--- src/rtl/muldiv_if.sv ---
`default_nettype none
// ============================================================================
//  Module      : muldiv_if
//  Description : Request/response bundle between the control path and the
//                iterative multiply/divide unit.
//                  start  - request strobe (control -> unit)
//                  op     - operation code (control -> unit)
//                  A, B   - rs / rt operands (control -> unit)
//                  busy   - engine running, start ignored (unit -> control)
//                  done   - one-cycle completion pulse (unit -> control)
//                  hi, lo - architectural HI/LO registers (unit -> control)
//  Revision    : 1.0 - initial release
// ============================================================================
interface muldiv_if #(
    parameter int WIDTH = 32
);
    logic             start;
    logic [2:0]       op;
    logic [WIDTH-1:0] A;
    logic [WIDTH-1:0] B;
    logic             busy;
    logic             done;
    logic [WIDTH-1:0] hi;
    logic [WIDTH-1:0] lo;

    modport master (
        output start, op, A, B,
        input  busy, done, hi, lo
    );

    modport slave (
        input  start, op, A, B,
        output busy, done, hi, lo
    );
endinterface
`default_nettype wire

--- src/rtl/muldiv.sv ---
`default_nettype none
// ============================================================================
//  Module      : muldiv
//  Description : Iterative radix-2 multiply/divide unit holding the MIPS
//                HI/LO register pair. MULT/MULTU/DIV/DIVU take 33 edges from
//                the accepting edge to results; MTHI/MTLO write in one edge.
//  Ports       : clk  - rising-edge clock
//                rst  - asynchronous active-high reset
//                bus  - muldiv_if.slave (start/op/A/B in, busy/done/hi/lo out)
//  Revision    : 1.0 - initial release
// ============================================================================
module muldiv #(
    parameter int WIDTH = 32
) (
    input  wire logic clk,
    input  wire logic rst,
    muldiv_if.slave   bus
);
    localparam logic [2:0] c_OP_MULT  = 3'b000;
    localparam logic [2:0] c_OP_MULTU = 3'b001;
    localparam logic [2:0] c_OP_DIV   = 3'b010;
    localparam logic [2:0] c_OP_DIVU  = 3'b011;
    localparam logic [2:0] c_OP_MTHI  = 3'b100;
    localparam logic [2:0] c_OP_MTLO  = 3'b101;
    localparam logic [5:0] c_LAST_ITER = 6'(WIDTH - 1);

    typedef enum logic [1:0] {
        S_IDLE = 2'd0,
        S_RUN  = 2'd1,
        S_FIX  = 2'd2
    } state_t;

    state_t               state_q, state_d;
    logic [5:0]           cnt_q, cnt_d;
    logic                 is_div_q, is_div_d;
    logic                 neg_q, neg_d;     // negate product / quotient
    logic                 rneg_q, rneg_d;   // negate remainder (dividend sign)
    logic [WIDTH-1:0]     mag_a_q, mag_a_d;
    logic [WIDTH-1:0]     mag_b_q, mag_b_d;
    logic [2*WIDTH-1:0]   acc_q, acc_d;
    logic [WIDTH-1:0]     hi_q, hi_d;
    logic [WIDTH-1:0]     lo_q, lo_d;
    logic                 busy_q, busy_d;
    logic                 done_q, done_d;

    // Operand sign handling at capture time
    logic                 w_signed;
    logic                 w_a_neg;
    logic                 w_b_neg;
    logic [WIDTH-1:0]     w_mag_a;
    logic [WIDTH-1:0]     w_mag_b;

    assign w_signed = ~bus.op[0];
    assign w_a_neg  = w_signed & bus.A[WIDTH-1];
    assign w_b_neg  = w_signed & bus.B[WIDTH-1];
    assign w_mag_a  = w_a_neg ? (~bus.A + 1'b1) : bus.A;
    assign w_mag_b  = w_b_neg ? (~bus.B + 1'b1) : bus.B;

    // Multiply step: the low half of acc holds the not-yet-consumed multiplier
    // bits; the add lands in the high half and the whole pair shifts right.
    logic [WIDTH:0]       w_mul_sum;
    logic [2*WIDTH-1:0]   w_mul_step;

    assign w_mul_sum  = {1'b0, acc_q[2*WIDTH-1:WIDTH]}
                      + (acc_q[0] ? {1'b0, mag_a_q} : {(WIDTH+1){1'b0}});
    assign w_mul_step = {w_mul_sum, acc_q[WIDTH-1:1]};

    // Restoring divide step: acc = {remainder, dividend/quotient}. The shifted
    // remainder needs one extra bit since it can reach 2*divisor-1.
    logic [WIDTH:0]       w_rem_sh;
    logic                 w_ge;
    logic [WIDTH-1:0]     w_diff;
    logic [2*WIDTH-1:0]   w_div_step;

    assign w_rem_sh   = acc_q[2*WIDTH-1:WIDTH-1];
    assign w_ge       = (w_rem_sh >= {1'b0, mag_b_q});
    assign w_diff     = w_rem_sh[WIDTH-1:0] - mag_b_q;
    assign w_div_step = w_ge ? {w_diff,               acc_q[WIDTH-2:0], 1'b1}
                             : {w_rem_sh[WIDTH-1:0],  acc_q[WIDTH-2:0], 1'b0};

    // Original dividend rebuilt from magnitude and sign (divide-by-zero HI)
    logic [WIDTH-1:0]     w_a_orig;
    assign w_a_orig = rneg_q ? (~mag_a_q + 1'b1) : mag_a_q;

    always_comb begin
        state_d  = state_q;
        cnt_d    = cnt_q;
        is_div_d = is_div_q;
        neg_d    = neg_q;
        rneg_d   = rneg_q;
        mag_a_d  = mag_a_q;
        mag_b_d  = mag_b_q;
        acc_d    = acc_q;
        hi_d     = hi_q;
        lo_d     = lo_q;
        busy_d   = busy_q;
        done_d   = 1'b0;

        case (state_q)
            S_IDLE: begin
                if (bus.start) begin
                    case (bus.op)
                        c_OP_MULT, c_OP_MULTU, c_OP_DIV, c_OP_DIVU: begin
                            is_div_d = bus.op[1];
                            neg_d    = w_a_neg ^ w_b_neg;
                            rneg_d   = w_a_neg;
                            mag_a_d  = w_mag_a;
                            mag_b_d  = w_mag_b;
                            acc_d    = bus.op[1] ? {{WIDTH{1'b0}}, w_mag_a}
                                                 : {{WIDTH{1'b0}}, w_mag_b};
                            cnt_d    = 6'd0;
                            busy_d   = 1'b1;
                            state_d  = S_RUN;
                        end
                        c_OP_MTHI: hi_d = bus.A;
                        c_OP_MTLO: lo_d = bus.A;
                        default: ;
                    endcase
                end
            end
            S_RUN: begin
                acc_d = is_div_q ? w_div_step : w_mul_step;
                cnt_d = cnt_q + 6'd1;
                if (cnt_q == c_LAST_ITER) begin
                    state_d = S_FIX;
                end
            end
            S_FIX: begin
                if (is_div_q) begin
                    if (mag_b_q == {WIDTH{1'b0}}) begin
                        hi_d = w_a_orig;
                        lo_d = {WIDTH{1'b1}};
                    end else begin
                        // The 0x8000_0000 / -1 overflow falls out naturally:
                        // the magnitude quotient negates back to 0x8000_0000.
                        lo_d = neg_q  ? (~acc_q[WIDTH-1:0] + 1'b1)
                                      : acc_q[WIDTH-1:0];
                        hi_d = rneg_q ? (~acc_q[2*WIDTH-1:WIDTH] + 1'b1)
                                      : acc_q[2*WIDTH-1:WIDTH];
                    end
                end else begin
                    {hi_d, lo_d} = neg_q ? (~acc_q + 1'b1) : acc_q;
                end
                done_d  = 1'b1;
                busy_d  = 1'b0;
                state_d = S_IDLE;
            end
            default: state_d = S_IDLE;
        endcase
    end

    always_ff @(posedge clk or posedge rst) begin
        if (rst) begin
            state_q  <= S_IDLE;
            cnt_q    <= 6'd0;
            is_div_q <= 1'b0;
            neg_q    <= 1'b0;
            rneg_q   <= 1'b0;
            mag_a_q  <= {WIDTH{1'b0}};
            mag_b_q  <= {WIDTH{1'b0}};
            acc_q    <= {(2*WIDTH){1'b0}};
            hi_q     <= {WIDTH{1'b0}};
            lo_q     <= {WIDTH{1'b0}};
            busy_q   <= 1'b0;
            done_q   <= 1'b0;
        end else begin
            state_q  <= state_d;
            cnt_q    <= cnt_d;
            is_div_q <= is_div_d;
            neg_q    <= neg_d;
            rneg_q   <= rneg_d;
            mag_a_q  <= mag_a_d;
            mag_b_q  <= mag_b_d;
            acc_q    <= acc_d;
            hi_q     <= hi_d;
            lo_q     <= lo_d;
            busy_q   <= busy_d;
            done_q   <= done_d;
        end
    end

    assign bus.busy = busy_q;
    assign bus.done = done_q;
    assign bus.hi   = hi_q;
    assign bus.lo   = lo_q;
endmodule
`default_nettype wire

--- src/flat_wrapper.sv ---
// flat-port wrapper written by rule: the top's interface ports become plain ports
module muldiv_flat 
#(
    parameter int WIDTH = 32
)
  (clk, rst, bus_start, bus_op, bus_A, bus_B, bus_busy, bus_done, bus_hi, bus_lo);
  muldiv_if #(.WIDTH(WIDTH)) bus_i ();
  input  wire logic clk;
  input  wire logic rst;
  input wire logic [$bits(bus_i.start)-1:0] bus_start;
  input wire logic [$bits(bus_i.op)-1:0] bus_op;
  input wire logic [$bits(bus_i.A)-1:0] bus_A;
  input wire logic [$bits(bus_i.B)-1:0] bus_B;
  output wire logic [$bits(bus_i.busy)-1:0] bus_busy;
  output wire logic [$bits(bus_i.done)-1:0] bus_done;
  output wire logic [$bits(bus_i.hi)-1:0] bus_hi;
  output wire logic [$bits(bus_i.lo)-1:0] bus_lo;
  assign bus_i.start = bus_start;
  assign bus_i.op = bus_op;
  assign bus_i.A = bus_A;
  assign bus_i.B = bus_B;
  assign bus_busy = bus_i.busy;
  assign bus_done = bus_i.done;
  assign bus_hi = bus_i.hi;
  assign bus_lo = bus_i.lo;
  muldiv #(.WIDTH(WIDTH)) u_core (.clk(clk), .rst(rst), .bus(bus_i));
endmodule
--- config.mk ---
export PLATFORM = sky130hd
export DESIGN_NAME = muldiv_flat
export DESIGN_NICKNAME = d
export VERILOG_FILES = /design/src/rtl/muldiv_if.sv /design/src/rtl/muldiv.sv /design/src/flat_wrapper.sv
export SDC_FILE = /design/constraint.sdc
export NUM_CORES = 1
export LEC_CHECK = 0
export CELL_PAD_IN_SITES_DETAIL_PLACEMENT = 1
export CELL_PAD_IN_SITES_GLOBAL_PLACEMENT = 1
export CORE_AREA = 5 5 268 270
export CTS_CLUSTER_SIZE = 14
export DETAILED_ROUTE_END_ITERATION = 6
export DIE_AREA = 0 0 273 275
export GPL_ROUTABILITY_DRIVEN = 1
export PLACE_DENSITY = 0.49
export RECOVER_POWER = 50
export SYNTH_ARGS = -nofsm -noshare
export SYNTH_HDL_FRONTEND = slang
export SYNTH_SLANG_ARGS = --single-unit
--- constraint.sdc ---
create_clock -name clk -period 6.2 [get_ports clk]
set_input_delay 0.62 -clock clk [delete_from_list [all_inputs] [get_ports clk]]
set_output_delay 0.62 -clock clk [all_outputs]
set_load 0.01 [all_outputs]
# Word level (Yosys, flattened, before mapping)
# Index checks and enable logic that the tools add are counted.
dict set report word_totals {
  ff_bits 205
  out_inout_bits 66
}
dict set report op_classes {
  n_addsub 9
  n_lt_le_gt_ge 1
  n_eq_ne 13
  mux 34
  n_bitwise 10
  reduce_logical 12
}
# operator n
set op_table {}
lappend op_table {{two-way mux 32 bit} 15}
lappend op_table {{two-way mux 64 bit} 5}
lappend op_table {{adder 32 x 1 -> 32 bit, second input constant} 5}
lappend op_table {{inverter 32 bit} 5}
lappend op_table {{case mux 32 bit (2 select lines)} 2}
lappend op_table {{case mux 64 bit (2 select lines)} 1}
lappend op_table {{adder 64 x 1 -> 64 bit, second input constant} 1}
lappend op_table {{inverter 64 bit} 1}
lappend op_table {{adder 32 x 33 -> 33 bit} 1}
lappend op_table {{greater-or-equal comparator 33 x 32 -> 1 bit} 1}
lappend op_table {{zero test 32 bit} 1}
lappend op_table {{subtractor 32 bit} 1}
lappend op_table {{AND reduction 3 bit} 6}
lappend op_table {{two-way mux 6 bit} 2}
lappend op_table {{case mux 6 bit (2 select lines)} 1}
lappend op_table {{!= test 2 bit, second input constant} 4}
lappend op_table {{adder 6 x 1 -> 6 bit, second input constant} 1}
lappend op_table {{== test 3 x 2 -> 1 bit, second input constant} 2}
lappend op_table {{== test 3 bit, second input constant} 2}
lappend op_table {{== test 6 x 5 -> 1 bit, second input constant} 1}
lappend op_table {{two-way mux 2 bit} 3}
lappend op_table {{case mux 2 bit (2 select lines)} 1}
lappend op_table {{nonzero test 2 bit} 2}
lappend op_table {{OR reduction 4 bit} 1}
lappend op_table {{11 further kinds} 14}

# Longest topological paths before layout
dict set report logic_depth {
  depth_word 7
  depth_mapped 15
  ltp_nobuf 15
}

# Worst setup path after synthesis
# Ideal clock, no wire load.
dict set report synth_timing {
  path_type {register -> register}
  from {reg u_core.acc_q[0]}
  to {reg u_core.acc_q[62]}
  arrival_ps 3251
  required_ps 6128
  path_slack_ps 2877
  path_stages_with_launch 14
  period_less_slack_ps 3323
  cell_sequence {dfrtp_1 -> clkbuf_1 -> and2_1 -> ha_1 -> a21o_1 -> a31o_2 -> a221o_1 -> a221oi_1 -> o31ai_1 -> a21oi_1 -> o21ai_1 -> and2_1 -> or4_1 -> nand4b_1}
}
dict set report synth_via {
  elab_chain_len 4
}
# element line
set synth_lines {}
lappend synth_lines {{start, declared} muldiv.sv:40} ;# logic [2*WIDTH-1:0] acc_q, acc_d;
lappend synth_lines {{start signal, assigned} muldiv.sv:161} ;# acc_q <= {(2*WIDTH){1'b0}};
lappend synth_lines {{two-way mux 32 bit} muldiv.sv:65} ;# + (acc_q[0] ? {1'b0, mag_a_q} : {(WIDTH+1){1'b0}});
lappend synth_lines {{adder 32 x 33 -> 33 bit} muldiv.sv:65}
lappend synth_lines {{two-way mux 64 bit} muldiv.sv:122} ;# acc_d = is_div_q ? w_div_step : w_mul_step;
lappend synth_lines {{case mux 64 bit (2 select lines)} muldiv.sv:99} ;# case (state_q)
# No other way between the ends.
# A chain may end at the register's enable or synchronous reset.

==> impl_results.md <==
- Cell Rows: 97
- Worst slack at placement: 1.81 ns
- Width of the chip: 273 microns
- Violated checks: design-rule violations, max-capacitance violations, max-slew violations
- Post-synthesis net count: roughly 2300
- Yosys reg bits: 205
- Ys Warns: 0
- RSZ-0062 raised after global routing: no
- DRC Markers: 4
- PD cells: slightly below 600 nW/um^2
- Clk sinks: 205
- Max-cap violations: 4
- Maximum clock frequency: ~210 MHz
- Layout cells sized above 1: 0.0497
- Setup crit end kind: async pin
- Switching Fraction: 0.512
- Int Pwr: 5.75 mW
- Syn-to-layout area delta: 17.9%
- CTS buffer count: 27
- Deepest clock path buffer count: 3
- Synth async-reset ratio: 1.00
- # Post-CTS Setup Buffers: 0
- Relative slew slack: -0.946
- Pre-Repair DR Iteration Count: 7
- DP Wirelength: between 60000 and 70000 microns
- Skew final: 0.0246 ns
- H-tree Lvls: 1
- Final Wtd Congestion: 0.875
- Leakage: between 7 and 8 nW
- Clock share of power: 0.139
- Fin crit share: 0.751
- Slew Limit Fails: 159
- Largest net degree at the start of global routing: 74
- Register area share after synthesis: 0.300
- Setup Crit Path Kind: in2async
- Avg Inst Size Synth: 7.85 sq um
- Measured slew at the worst slew-check pin: 2.92 ns
- Final setup fails: 0
- Layout net count: 2359
- GRT Residual Overflow: 0
- CORE AREA: 69300 sq um
- Max IR drop VDD: 0.000381 V
- CTS Hold Buffers Added: 0
- Fin. Hold Viols: 0
- Remaining antenna violation count after routing: 0
- Net Sw Power: 6.02 mW
- Cell taking the most area after synthesis: dfrtp_1
- Post-synthesis instance area: 17100 sq um
- Top Ports: 136
- Root buffer cell: clkbuf_16
- Yosys top cell area share: 0.300
- Status: finished with violations
- Clk pin slew, worst setup/hold paths: roughly 0.070 ns
- Final Util: 0.290
- Initial antenna violation count: 3
- First-pass GRT wire length: 121000 microns
- Clock latency on the worst-skew pair: 0.58 ns
- DR vias/cell: 5.30
- Synthesized instance count: roughly 2200
- Aggregate routed wire length: ~80000 microns
- GRT Total Usage: 0.213
- FF-to-FF setup slack: about 2 ns
- Initial core utilization: 0.246
- Startpoint types: primary input
- Fin Setup TNS: 0 ns
- Resize count post-CTS: 0
- Vias in the first global route: 17409
- Arr. time, crit path: ~4.3 ns
- Worst hold path class: reg2reg
- Drt wl/cell: 25.9 microns
- Share of total power in combinational logic: 0.603
- CP required: 5.84 ns
- Primary FF master, synth: dfrtp_1
- Port bufs: 135
- CTS tree: done
- Total die area: between 70000 and 80000 sq um
- Flop pwr share: 0.258
- Post-route worst setup slack: 1.54 ns
- Final min period: between 4 and 5 ns
- Die Height: 275 microns
- Crit-path max FO: 46
- Vias after detailed routing: 16826
- Number of flops mapped to enable cells by yosys: 0
- Ranking of synthesized cells by area: dfrtp_1, o21ai_0, nand2_1, xnor2_1, xor2_1
- Count of cell types in the netlist: 80
- Initial drt markers: 1234
cells by family (layout without fill, tap and decap cells):
family                     Yosys count  after routing  share of synthesized area
AOI/OAI and AO/OA                  682            682                      0.248
xor gates and xnor gates           217            217                      0.111
adders and majority gates           72             72                     0.0537
buffers and inverters              214            275                     0.0490
DFF                                205            205                      0.300
muxes                               64             64                     0.0385
other                                0              1                          0
and+or+nand+nor                    720            720                      0.199
layer usage:
layer / global-route usage / vias to the layer above / share of wire
met5: 0 / - / 0
met2: 0.354 / 350 / 0.47
met4: 0.0478 / 0 / 0.026
met3: 0.0243 / 88 / 0.044
li1: - / 7865 / -
met1: 0.297 / 8523 / 0.46
worst max-delay path: stages:
cell           delay (ns)
dlygate4sd3_1        0.55
clkinvlp_2           0.92
clkbuf_1             2.13
power by group through the flow:
stage	Clock, mW	Sequential (mW)	Combinational, mW
3_3_place_gp	0	3.04	7.02
3_5_place_dp	0	3.06	7.13
2_1_floorplan	0	2.42	5.29
4_1_cts	1.69	3.04	7.17
5_1_grt	1.73	3.12	7.90
6_report	1.63	3.04	7.10
cell usage after synthesis, drive strengths merged, types with 30 or more instances:
library cell  instances
nor2                159
nand2               313
a21oi               157
inv                  64
clkbuf              122
xor2                102
o31ai                42
dfrtp               205
mux2i                60
and2                 40
o21ai               254
xnor2               115
ha                   70
or3                  30
path summary, 6_finish.rpt:
path | from | cells past startpoint | end
max | rst | 3 | u_core.is_div_q$_DFFE_PP0P_
min | u_core.cnt_q[5]$_DFFE_PP0P_ | 1 | u_core.state_q[1]$_DFFE_PP0P_
max reg2reg | u_core.acc_q[0]$_DFFE_PP0P_ | 15 | u_core.acc_q[63]$_DFFE_PP0P_
min reg2reg | u_core.cnt_q[5]$_DFFE_PP0P_ | 1 | u_core.state_q[1]$_DFFE_PP0P_
max in group clk | u_core.acc_q[0]$_DFFE_PP0P_ | 15 | u_core.acc_q[63]$_DFFE_PP0P_
min in group asynchronous | rst | 2 | u_core.bus.hi[20]$_DFFE_PP0P_
sequential cells by signal, summed over array words and instances, names as in the netlist:
| register | cells |
|---|---|
| u_core.is_div_q | 1 |
| u_core.neg_q | 1 |
| u_core.bus.busy | 1 |
| u_core.cnt_q | 6 |
| u_core.bus.hi | 32 |
| u_core.rneg_q | 1 |
| u_core.mag_a_q | 32 |
| u_core.bus.lo | 32 |
| u_core.state_q | 2 |
| u_core.acc_q | 64 |
| u_core.bus.done | 1 |
| u_core.mag_b_q | 32 |
through the flow:
step,instances,power (mW),hold slack (ns),cell area (sq um)
2_1_floorplan,2174,7.71,0.442,17100
5_1_grt,3175,12.7,0.507,20100
3_5_place_dp,3128,10.2,0.476,19300
3_3_place_gp,3128,10.1,0.461,19300
6_report,3176,11.8,0.486,20100
4_1_cts,3175,11.9,0.483,20100
cell usage in the layout, fill, tap and decap left out, types with 11 or more instances in the layout:
cell type        count
buf_4               26
o21ai_0            241
nand4_1             15
xor2_1             102
o211ai_1            14
nor2b_1             13
nand3_1             23
a31oi_1             28
nor3_1              21
a32oi_1             24
nor4_1              24
a21oi_1            157
inv_1               62
o21ai_1             11
dlygate4sd3_1       32
or4_1               21
o41ai_1             15
a22oi_1             23
nand2b_1            21
clkdlybuf4s50_1    103
xnor2_1            115
and2_1              40
dfrtp_1            204
nand2_1            312
ha_1                70
a211oi_1            16
nor2_1             157
or3_1               27
a21o_1              18
clkbuf_16           27
mux2i_1             60
o31ai_1             42
area by class of cell:
type                    instances  area, sq um
multi-input cells            1755        11100
clock buffers                  34          752
flip-flops and latches        205         5130
inverters                      64          241
diodes                          1         2.50
repair buffers                164         1560
clock inverters                13          130
fillers                      8316        49200
well taps                     940         1180
Note: power is estimated with default switching activity, not from simulation.
